## src/rtl/mem_arb_pkg.sv

```systemverilog
// Shared types and constants for the I/D memory-port arbiter.
package mem_arb_pkg;

  typedef enum logic [1:0] {
    ST_IDLE  = 2'd0,
    ST_ISSUE = 2'd1,
    ST_DONE  = 2'd2
  } arb_state_t;

  typedef enum logic {
    OWNER_I = 1'b0,
    OWNER_D = 1'b1
  } owner_t;

  localparam logic [3:0] BE_WORD = 4'b1111;
  localparam logic [3:0] BE_HALF = 4'b0011;
  localparam logic [3:0] BE_BYTE = 4'b0001;

  function automatic logic be_legal(input logic [3:0] be);
    return (be == BE_WORD) || (be == BE_HALF) || (be == BE_BYTE);
  endfunction

endpackage

```

## src/rtl/mem_arb_prio.sv

```systemverilog
// Winner select between fetch (I) and load/store (D), with a D-streak limiter
// that forces an I grant after MAX_D_STREAK consecutive D wins while I waits.
module mem_arb_prio
  import mem_arb_pkg::*;
#(
  parameter int MAX_D_STREAK = 4,
  parameter int STREAK_W     = 3
) (
  input  logic   Clk,
  input  logic   Reset,
  input  logic   arbEn,
  input  logic   iReq,
  input  logic   dReq,
  output logic   grantValid,
  output owner_t winner
);

  logic [STREAK_W-1:0] streak;
  logic                forceI;

  always_comb begin
    forceI     = (streak == STREAK_W'(MAX_D_STREAK));
    grantValid = iReq | dReq;
    winner     = OWNER_D;
    if (iReq && (!dReq || forceI)) winner = OWNER_I;
  end

  // Only IDLE-cycle decisions move the streak; a waiting-free I side resets it.
  always_ff @(posedge Clk or posedge Reset) begin
    if (Reset) begin
      streak <= '0;
    end else if (arbEn) begin
      if (!iReq || (winner == OWNER_I)) streak <= '0;
      else if (dReq && (streak != '1)) streak <= streak + 1'b1;
    end
  end

endmodule

```

## src/rtl/mem_port_arbiter.sv

```systemverilog
// Shares one single-port word memory between CPU fetch (I) and load/store (D);
// one transaction in flight, D preferred, I starvation bounded by a streak limit.
module mem_port_arbiter
  import mem_arb_pkg::*;
#(
  parameter int MAX_D_STREAK = 4,
  parameter int STREAK_W     = 3
) (
  input  logic        Clk,
  input  logic        Reset,
  input  logic        I_Req,
  input  logic [29:0] I_Addr,
  output logic [31:0] I_Data,
  output logic        I_Ack,
  input  logic        D_Req,
  input  logic        D_RW,
  input  logic [3:0]  D_BE,
  input  logic [29:0] D_Addr,
  input  logic [31:0] D_WData,
  output logic [31:0] D_RData,
  output logic        D_Ack,
  output logic        D_Err,
  output logic        M_CS,
  output logic        M_RW,
  output logic [3:0]  M_BE,
  output logic [29:0] M_Addr,
  output logic [31:0] M_DataIn,
  input  logic [31:0] M_DataOut,
  input  logic        M_DataReady
);

  arb_state_t  state, stateNext;
  owner_t      owner, winner;
  logic        grantValid, grant, done;
  logic [29:0] cmdAddr;
  logic [3:0]  cmdBe;
  logic        cmdRw, cmdIllegal;
  logic [31:0] cmdWData;

  mem_arb_prio #(
    .MAX_D_STREAK(MAX_D_STREAK),
    .STREAK_W    (STREAK_W)
  ) uPrio (
    .Clk       (Clk),
    .Reset     (Reset),
    .arbEn     (state == ST_IDLE),
    .iReq      (I_Req),
    .dReq      (D_Req),
    .grantValid(grantValid),
    .winner    (winner)
  );

  assign grant = (state == ST_IDLE) && grantValid;

  always_ff @(posedge Clk or posedge Reset) begin
    if (Reset) begin
      state <= ST_IDLE;
      owner <= OWNER_D;
    end else begin
      state <= stateNext;
      if (grant) owner <= winner;
    end
  end

  // Command registers are only observed outside IDLE, so they carry no reset.
  always_ff @(posedge Clk) begin
    if (grant) begin
      if (winner == OWNER_I) begin
        cmdAddr    <= I_Addr;
        cmdBe      <= BE_WORD;
        cmdRw      <= 1'b0;
        cmdWData   <= '0;
        cmdIllegal <= 1'b0;
      end else begin
        cmdAddr    <= D_Addr;
        cmdBe      <= D_BE;
        cmdRw      <= D_RW;
        cmdWData   <= D_WData;
        cmdIllegal <= !be_legal(D_BE);
      end
    end
  end

  always_comb begin
    stateNext = state;
    M_CS      = 1'b0;
    M_RW      = 1'b0;
    M_BE      = '0;
    M_Addr    = '0;
    M_DataIn  = '0;
    unique case (state)
      ST_IDLE:  if (grantValid) stateNext = ST_ISSUE;
      ST_ISSUE: begin
        stateNext = ST_DONE;
        M_BE      = cmdBe;
        M_Addr    = cmdAddr;
        M_DataIn  = cmdWData;
        // Mem writes on RW alone, so an illegal access must gate both strobes.
        M_CS      = !cmdIllegal;
        M_RW      = cmdRw && !cmdIllegal;
      end
      ST_DONE:  if (M_DataReady) stateNext = ST_IDLE;
      default:  stateNext = ST_IDLE;
    endcase
  end

  assign done    = (state == ST_DONE) && M_DataReady;
  assign I_Ack   = done && (owner == OWNER_I);
  assign D_Ack   = done && (owner == OWNER_D);
  assign D_Err   = D_Ack && cmdIllegal;
  assign I_Data  = M_DataOut;
  assign D_RData = cmdIllegal ? 32'h0 : M_DataOut;

endmodule

```

## config.mk

```make
export PLATFORM = sky130hd
export DESIGN_NAME = mem_port_arbiter
export DESIGN_NICKNAME = d
export VERILOG_FILES = /design/src/rtl/mem_arb_pkg.sv /design/src/rtl/mem_arb_prio.sv /design/src/rtl/mem_port_arbiter.sv
export SDC_FILE = /design/constraint.sdc
export NUM_CORES = 1
export LEC_CHECK = 0
export ABC_AREA = 1
export BUFFER_PORTS_ARGS = -buffer_cell sky130_fd_sc_hd__buf_2
export CAP_MARGIN = 20
export CELL_PAD_IN_SITES_DETAIL_PLACEMENT = 1
export CELL_PAD_IN_SITES_GLOBAL_PLACEMENT = 1
export CORE_MARGIN = 2
export CORE_UTILIZATION = 26
export CTS_CLUSTER_DIAMETER = 120
export CTS_CLUSTER_SIZE = 28
export DETAILED_ROUTE_END_ITERATION = 16
export GPL_TIMING_DRIVEN = 1
export HOLD_SLACK_MARGIN = 0.02
export PLACE_DENSITY = 0.81
export SLEW_MARGIN = 0
export SYNTH_ARGS = -nofsm -noshare
export SYNTH_HDL_FRONTEND = slang
export SYNTH_SLANG_ARGS = --single-unit
```

## constraint.sdc

```tcl
create_clock -name Clk -period 2.7 [get_ports Clk]
set_input_delay 0.54 -clock Clk [delete_from_list [all_inputs] [get_ports Clk]]
set_output_delay 0.54 -clock Clk [all_outputs]
set_load 0.02 [all_outputs]
```

==> impl_metrics.csv, run 1 <==
group,metric,value,unit
critical_path,r2r_cells,8,
outcome,run_status,"completed",
worst_hold_path,hp-class,"input port to async pin",
cts,post_cts_buffers,0,
power_and_ir_drop,p_int,3.34,mW
synthesis,synth_top_area_share,0.484,
cts,ctsResizeCount,0,
layout,drive_gt1_frac,0.395,
sta,finClkSkew,0.00578,ns
synthesis,synth_top_family_by_area,"simple AND/OR/NAND/NOR gates",
global_route,grt_pass1_vias,4151,
placed_design,placedCellCount,973,
sta,fmax,0.418,GHz
sta,final.setup.tns,0,ns
critical_path,crit_arrival,1.85,ns
synthesis,synth-simple-area-share,0.248,
synthesis,yosys-top-cells-count,"inv_1, nor2_1, nand2_1",
synthesis,synth_mux_area_frac,0,
sta,fin_crit_sh,0.886,
sta,finalMaxSlewViolations,0,
floorplan,initial_core_util,0.266,
synthesis,synth_fp_nets,672,
global_route,antenna_found_initial,3,
critical_path,startpoint,"state[0]",
cts,cts_buffers,9,
cts,postCtsHoldBufs,0,
floorplan,die_width,131,um
detailed_routing,wire_per_inst,13.5,um
floorplan,die_area,17300,um^2
synthesis,synth_xor_area_frac,0,
sta,worst_pin_slew,0.542,ns
cts,cts_max_level,3,
sta,slew_headroom,0.638,
synthesis,synth_area_leaders,"edfxtp_1, inv_1, nor2_1",
global_route,grt_overflow_total,0,
critical_path,startpoint_type,"flop",
placed_design,routabilityCongestion,0.820,
critical_path,end_kind,"output port",
power_and_ir_drop,power_leakage,3.50,nW
detailed_routing,firstDrtPassIters,4,
cts,clk_pin_slew,0.06,ns
floorplan,ios,269,
detailed_routing,vias,3991,
floorplan,std_cell_rows,46,
synthesis,yosysMostFrequentCell,"inv_1",
power_and_ir_drop,p_sw_frac,0.385,
critical_path,r2r-end,"cmdWData[24]",
synthesis,synth-edff-count,68,
global_route,grt_pass1_wl,20700,um
floorplan,die_h,131,um
synthesis,synth_cell_type_count,22,
layout,final_net_count,905,
cts,cts_sinks,74,
cts,cts-root-buf,"clkbuf_16",
synthesis,syn_avg_cell_area,7.89,um^2
synthesis,synth_warnings,0,
power_and_ir_drop,finalPower,5.43,mW
run,maxCapViolCount,0,
synthesis,syn_area,4220,um^2
detailed_routing,vias_per_cell,4.03,
synthesis,synth_compound_area_frac,0.00711,
sta,finalCriticalPeriod,2.39,ns
critical_path,path_max_fanout,38,
synthesis,synthArstFlopShare,0.0811,
sta,hold_viol,0,
layout,finalNonFillerCells,991,
placed_design,place_hpwl,10400,um
layout,multi_input_area,1120,um^2
detailed_routing,ant_nets,0,
power_and_ir_drop,seqPwrFrac,0.336,
critical_path,crit_type,"flop to output port",
critical_path,reg2reg_slack,0.86,ns
synthesis,synth_fa_ha_area_frac,0.00889,
synthesis,synth-main-ff-cell,"edfxtp_1",
layout,syn_to_final_growth,40.1,%
power_and_ir_drop,power_density,918,nW/um^2
critical_path,timing.rr.start,"uPrio.streak[0]",
sta,setup_viol,0,
critical_path,worstPathRequired,2.16,ns
power_and_ir_drop,p_switching,2.09,mW
synthesis,ys_seq_area_frac,0.519,
detailed_routing,drt_wl_total,13400,um
sta,grt_setup_unrepaired,"false",
synthesis,synth-seq-cells,74,
floorplan,core-area,15900,um^2
global_route,grt_max_degree,56,
detailed_routing,drc,0,
cts,max-clock-path-buffers,2,
power_and_ir_drop,p_clk_frac,0.269,
synthesis,synth_top_area_cell,"edfxtp_1",
layout,fin_util,0.372,
global_route,grt_usage,0.155,
power_and_ir_drop,p_comb_frac,0.395,
power_and_ir_drop,peakVddDrop,0.370,mV
cts,insertion_delay,0.34,ns
sta,holdWs,0.107,ns
layout,register_area,2190,um^2
layout,n_fill_cell,2043,
detailed_routing,drt_first_iter_violations,110,
placed_design,port_buffers,268,
cts,cts_tree,"done",
synthesis,synth_cells,535,
[registers in the layout (all words and copies together) (netlist names)]
register	cells
cmdWData	32
owner	1
cmdAddr	30
state	2
cmdRw	1
cmdIllegal	1
uPrio.streak	3
cmdBe	4
[cells by family after synthesis]
family | count (synthesis)
buffers and inverters | 199
and+or+nand+nor | 253
DFF | 74
adders and majority gates | 3
AOI/OAI and AO/OA | 6
[placed cells by master (no fill, tap or decap), types with 5 or more instances in the layout]
master	instances
inv_1	143
nor2_1	128
dfrtp_1	5
buf_4	6
nand3_1	5
buf_2	268
edfxtp_1	68
clkbuf_16	9
nor2_4	10
nand2_1	105
[per-stage QoR]
| step | setup slack, ns | area [um^2] |
|---|---|---|
| floorplan | 0.135 | 4220 |
| global placement | 0.662 | 5550 |
| detailed placement | 0.629 | 5550 |
| CTS | 0.248 | 5910 |
| global route | 0.113 | 5910 |
| finish | 0.307 | 5910 |
[how the worst max path moves through the flow]
stage / to / cells past startpoint
6_report: M_DataIn[31] / 5
3_5_place_dp: M_DataIn[31] / 5
5_1_grt: M_DataIn[31] / 5
3_3_place_gp: M_CS / 5
4_1_cts: M_Addr[16] / 5
2_1_floorplan: cmdAddr[0] / 3
[layer usage]
| metal | GRT usage | vias up | share of wire | wire, um |
|---|---|---|---|---|
| met5 | 0 | - | 0 | 0 |
| met2 | 0.296 | 181 | 0.52 | 6990 |
| met4 | 0.0664 | 0 | 0.021 | 283 |
| li1 | - | 1966 | - | - |
| met3 | 0.0525 | 14 | 0.090 | 1200 |
| met1 | 0.150 | 1830 | 0.37 | 4930 |
[power by group through the flow]
stage | combinational (mW) | clock [mW] | sequential [mW]
floorplan | 1.45 | 0 | 1.84
global placement | 2.16 | 0 | 1.83
detailed placement | 2.20 | 0 | 1.85
CTS | 2.20 | 1.50 | 1.83
global route | 2.37 | 1.54 | 1.86
finish | 2.15 | 1.46 | 1.82
[worst max-delay path, cell delays in order (launching register included)]
cell and delay [ns]:
dfrtp_1 0.38, inv_1 0.10, or2_4 0.48, buf_4 0.31, nor2_1 0.07, buf_2 0.16
[layout make-up]
cell class,instances,share of cell area
repair buffers,276,0.241
clock inverters,6,0.0218
multi-input cells,262,0.189
flip-flops and latches,74,0.371
well taps,216,0.0457
diodes,2,0.000846
inverters,145,0.0922
clock buffers,10,0.0387
No activity file was read; power rests on OpenSTA's default activity.
==> run 2, diff against run 1 <==
--- a/config.mk
+++ b/config.mk
@@ -17,6 +17,7 @@
 export DETAILED_ROUTE_END_ITERATION = 16
 export GPL_TIMING_DRIVEN = 1
 export HOLD_SLACK_MARGIN = 0.02
+export MAX_ROUTING_LAYER = met4
 export PLACE_DENSITY = 0.81
 export SLEW_MARGIN = 0
 export SYNTH_ARGS = -nofsm -noshare
==> impl_metrics.csv, run 2 (synthesis results as in run 1) <==
group,metric,value,unit
global_route,antenna_found_initial,3,
worst_hold_path,hp-class,"input port to async pin",
placed_design,routabilityCongestion,0.832,
global_route,grt_usage,0.159,
cts,max-clock-path-buffers,2,
sta,hold_viol,0,
cts,insertion_delay,0.34,ns
floorplan,core-area,15900,um^2
sta,final.setup.tns,0,ns
sta,fmax,0.417,GHz
cts,cts_sinks,74,
floorplan,std_cell_rows,46,
layout,drive_gt1_frac,0.395,
outcome,run_status,"completed",
layout,fin_area,5910,um^2
layout,largest_reg_flops,32,
floorplan,die_width,131,um
critical_path,reg2reg_slack,0.86,ns
layout,final_net_count,905,
critical_path,timing.rr.start,"uPrio.streak[0]",
cts,cts_buffers,9,
cts,post_cts_buffers,0,
sta,finalCriticalPeriod,2.40,ns
sta,setup_viol,0,
detailed_routing,drc,0,
sta,worst_pin_slew,0.549,ns
sta,finalMaxSlewViolations,0,
sta,finClkSkew,0.00609,ns
sta,slew_headroom,0.634,
layout,mostFrequentLayoutCells,"buf_2, inv_1, nor2_1",
run,maxCapViolCount,0,
cts,cts-root-buf,"clkbuf_16",
sta,fin_crit_sh,0.888,
placed_design,port_buffers,268,
detailed_routing,firstDrtPassIters,4,
layout,largest_register,"cmdWData",
floorplan,initial_core_util,0.266,
floorplan,ios,269,
detailed_routing,vias,4003,
detailed_routing,drt_first_iter_violations,152,
global_route,grt_overflow_total,0,
detailed_routing,drt_wl_total,13400,um
placed_design,place_hpwl,10400,um
layout,mostFrequentLayoutCell,"buf_2",
critical_path,worstPathRequired,2.16,ns
critical_path,crit_chain,"inv_1 -> or2_4 -> buf_4 -> nor2_1 -> buf_2",
critical_path,worst_path_max_delay_cell,"or2_4",
critical_path,crit_arrival,1.86,ns
detailed_routing,wire_per_inst,13.5,um
placed_design,post_dp_cell_area,5550,um^2
cts,cts_tree,"done",
critical_path,startpoint,"state[0]",
sta,grt_setup_unrepaired,"false",
critical_path,path_depth,5,
power_and_ir_drop,power_leakage,3.50,nW
cts,postCtsHoldBufs,0,
critical_path,startpoint_type,"flop",
critical_path,cpLargestDelayFamily,"buffers and inverters",
power_and_ir_drop,peakVddDrop,0.371,mV
layout,syn_to_final_growth,40.1,%
critical_path,end_kind,"output port",
cts,ctsResizeCount,0,
global_route,grt_max_degree,56,
cts,cts_max_level,3,
floorplan,die_area,17300,um^2
critical_path,crit_type,"flop to output port",
critical_path,path_max_fanout,38,
detailed_routing,ant_nets,0,
critical_path,r2r_cells,8,
global_route,grt_pass1_wl,20600,um
layout,top_regs,"cmdWData: 32 flops, cmdAddr: 30 flops, cmdBe: 4 flops",
cts,clk_pin_slew,0.06,ns
floorplan,die_h,131,um
critical_path,max_stage_delay,0.49,ns
detailed_routing,vias_per_cell,4.04,
power_and_ir_drop,power_density,918,nW/um^2
critical_path,critPathBufInv,3,
global_route,grt_pass1_vias,4161,
-- run 2: layer usage --
layer	vias up	wire length [um]	track usage
li1	1966	-	-
met1	1838	5030	0.154
met2	185	7020	0.296
met3	14	1100	0.0459
met4	0	283	0.0664
met5	-	0	-
-- run 2: layout make-up --
| cell class | count | area, um^2 |
|---|---|---|
| fillers | 2043 | 9970 |
| flip-flops and latches | 74 | 2190 |
| repair buffers | 276 | 1430 |
| multi-input cells | 262 | 1120 |
| inverters | 145 | 546 |
| well taps | 216 | 270 |
| clock buffers | 10 | 229 |
| clock inverters | 6 | 129 |
| diodes | 2 | 5.00 |
-- run 2: worst register-to-register path, cell delays in order, from the launching register on --
cell and delay, ns:
dfrtp_1 0.42, inv_1 0.08, ha_1 0.14, nand2_1 0.08, nand2_1 0.08, nand2_2 0.06, inv_2 0.34, buf_12 0.30
nor2_1 0.09
-- run 2: path summary, 6_finish.rpt --
path,to
min reg2reg,owner
max,M_DataIn[31]
max in group asynchronous,owner
min,state[1]
max reg2reg,cmdWData[24]
min in group Clk,state[1]
-- run 2: per-stage QoR --
step / power [mW] / util / instances / worst slack, ns / hold slack (ns)
after floorplan: 3.28 / - / 535 / 0.135 / 0.330
after detailed placement: 4.05 / 0.349 / 973 / 0.629 / 0.473
final: 5.43 / 0.372 / 991 / 0.302 / 0.108
after global routing: 5.77 / 0.372 / 991 / 0.113 / 0.124
after CTS: 5.53 / 0.372 / 989 / 0.248 / 0.102
after global placement: 3.99 / 0.349 / 973 / 0.662 / 0.465
-- run 2: power by group --
part / switching (mW) / total [mW] / internal, mW
combinational: 1.52 / 2.15 / 0.631
sequential: 0.104 / 1.82 / 1.72
clock: 0.469 / 1.46 / 0.992
total: 2.09 / 5.43 / 3.34
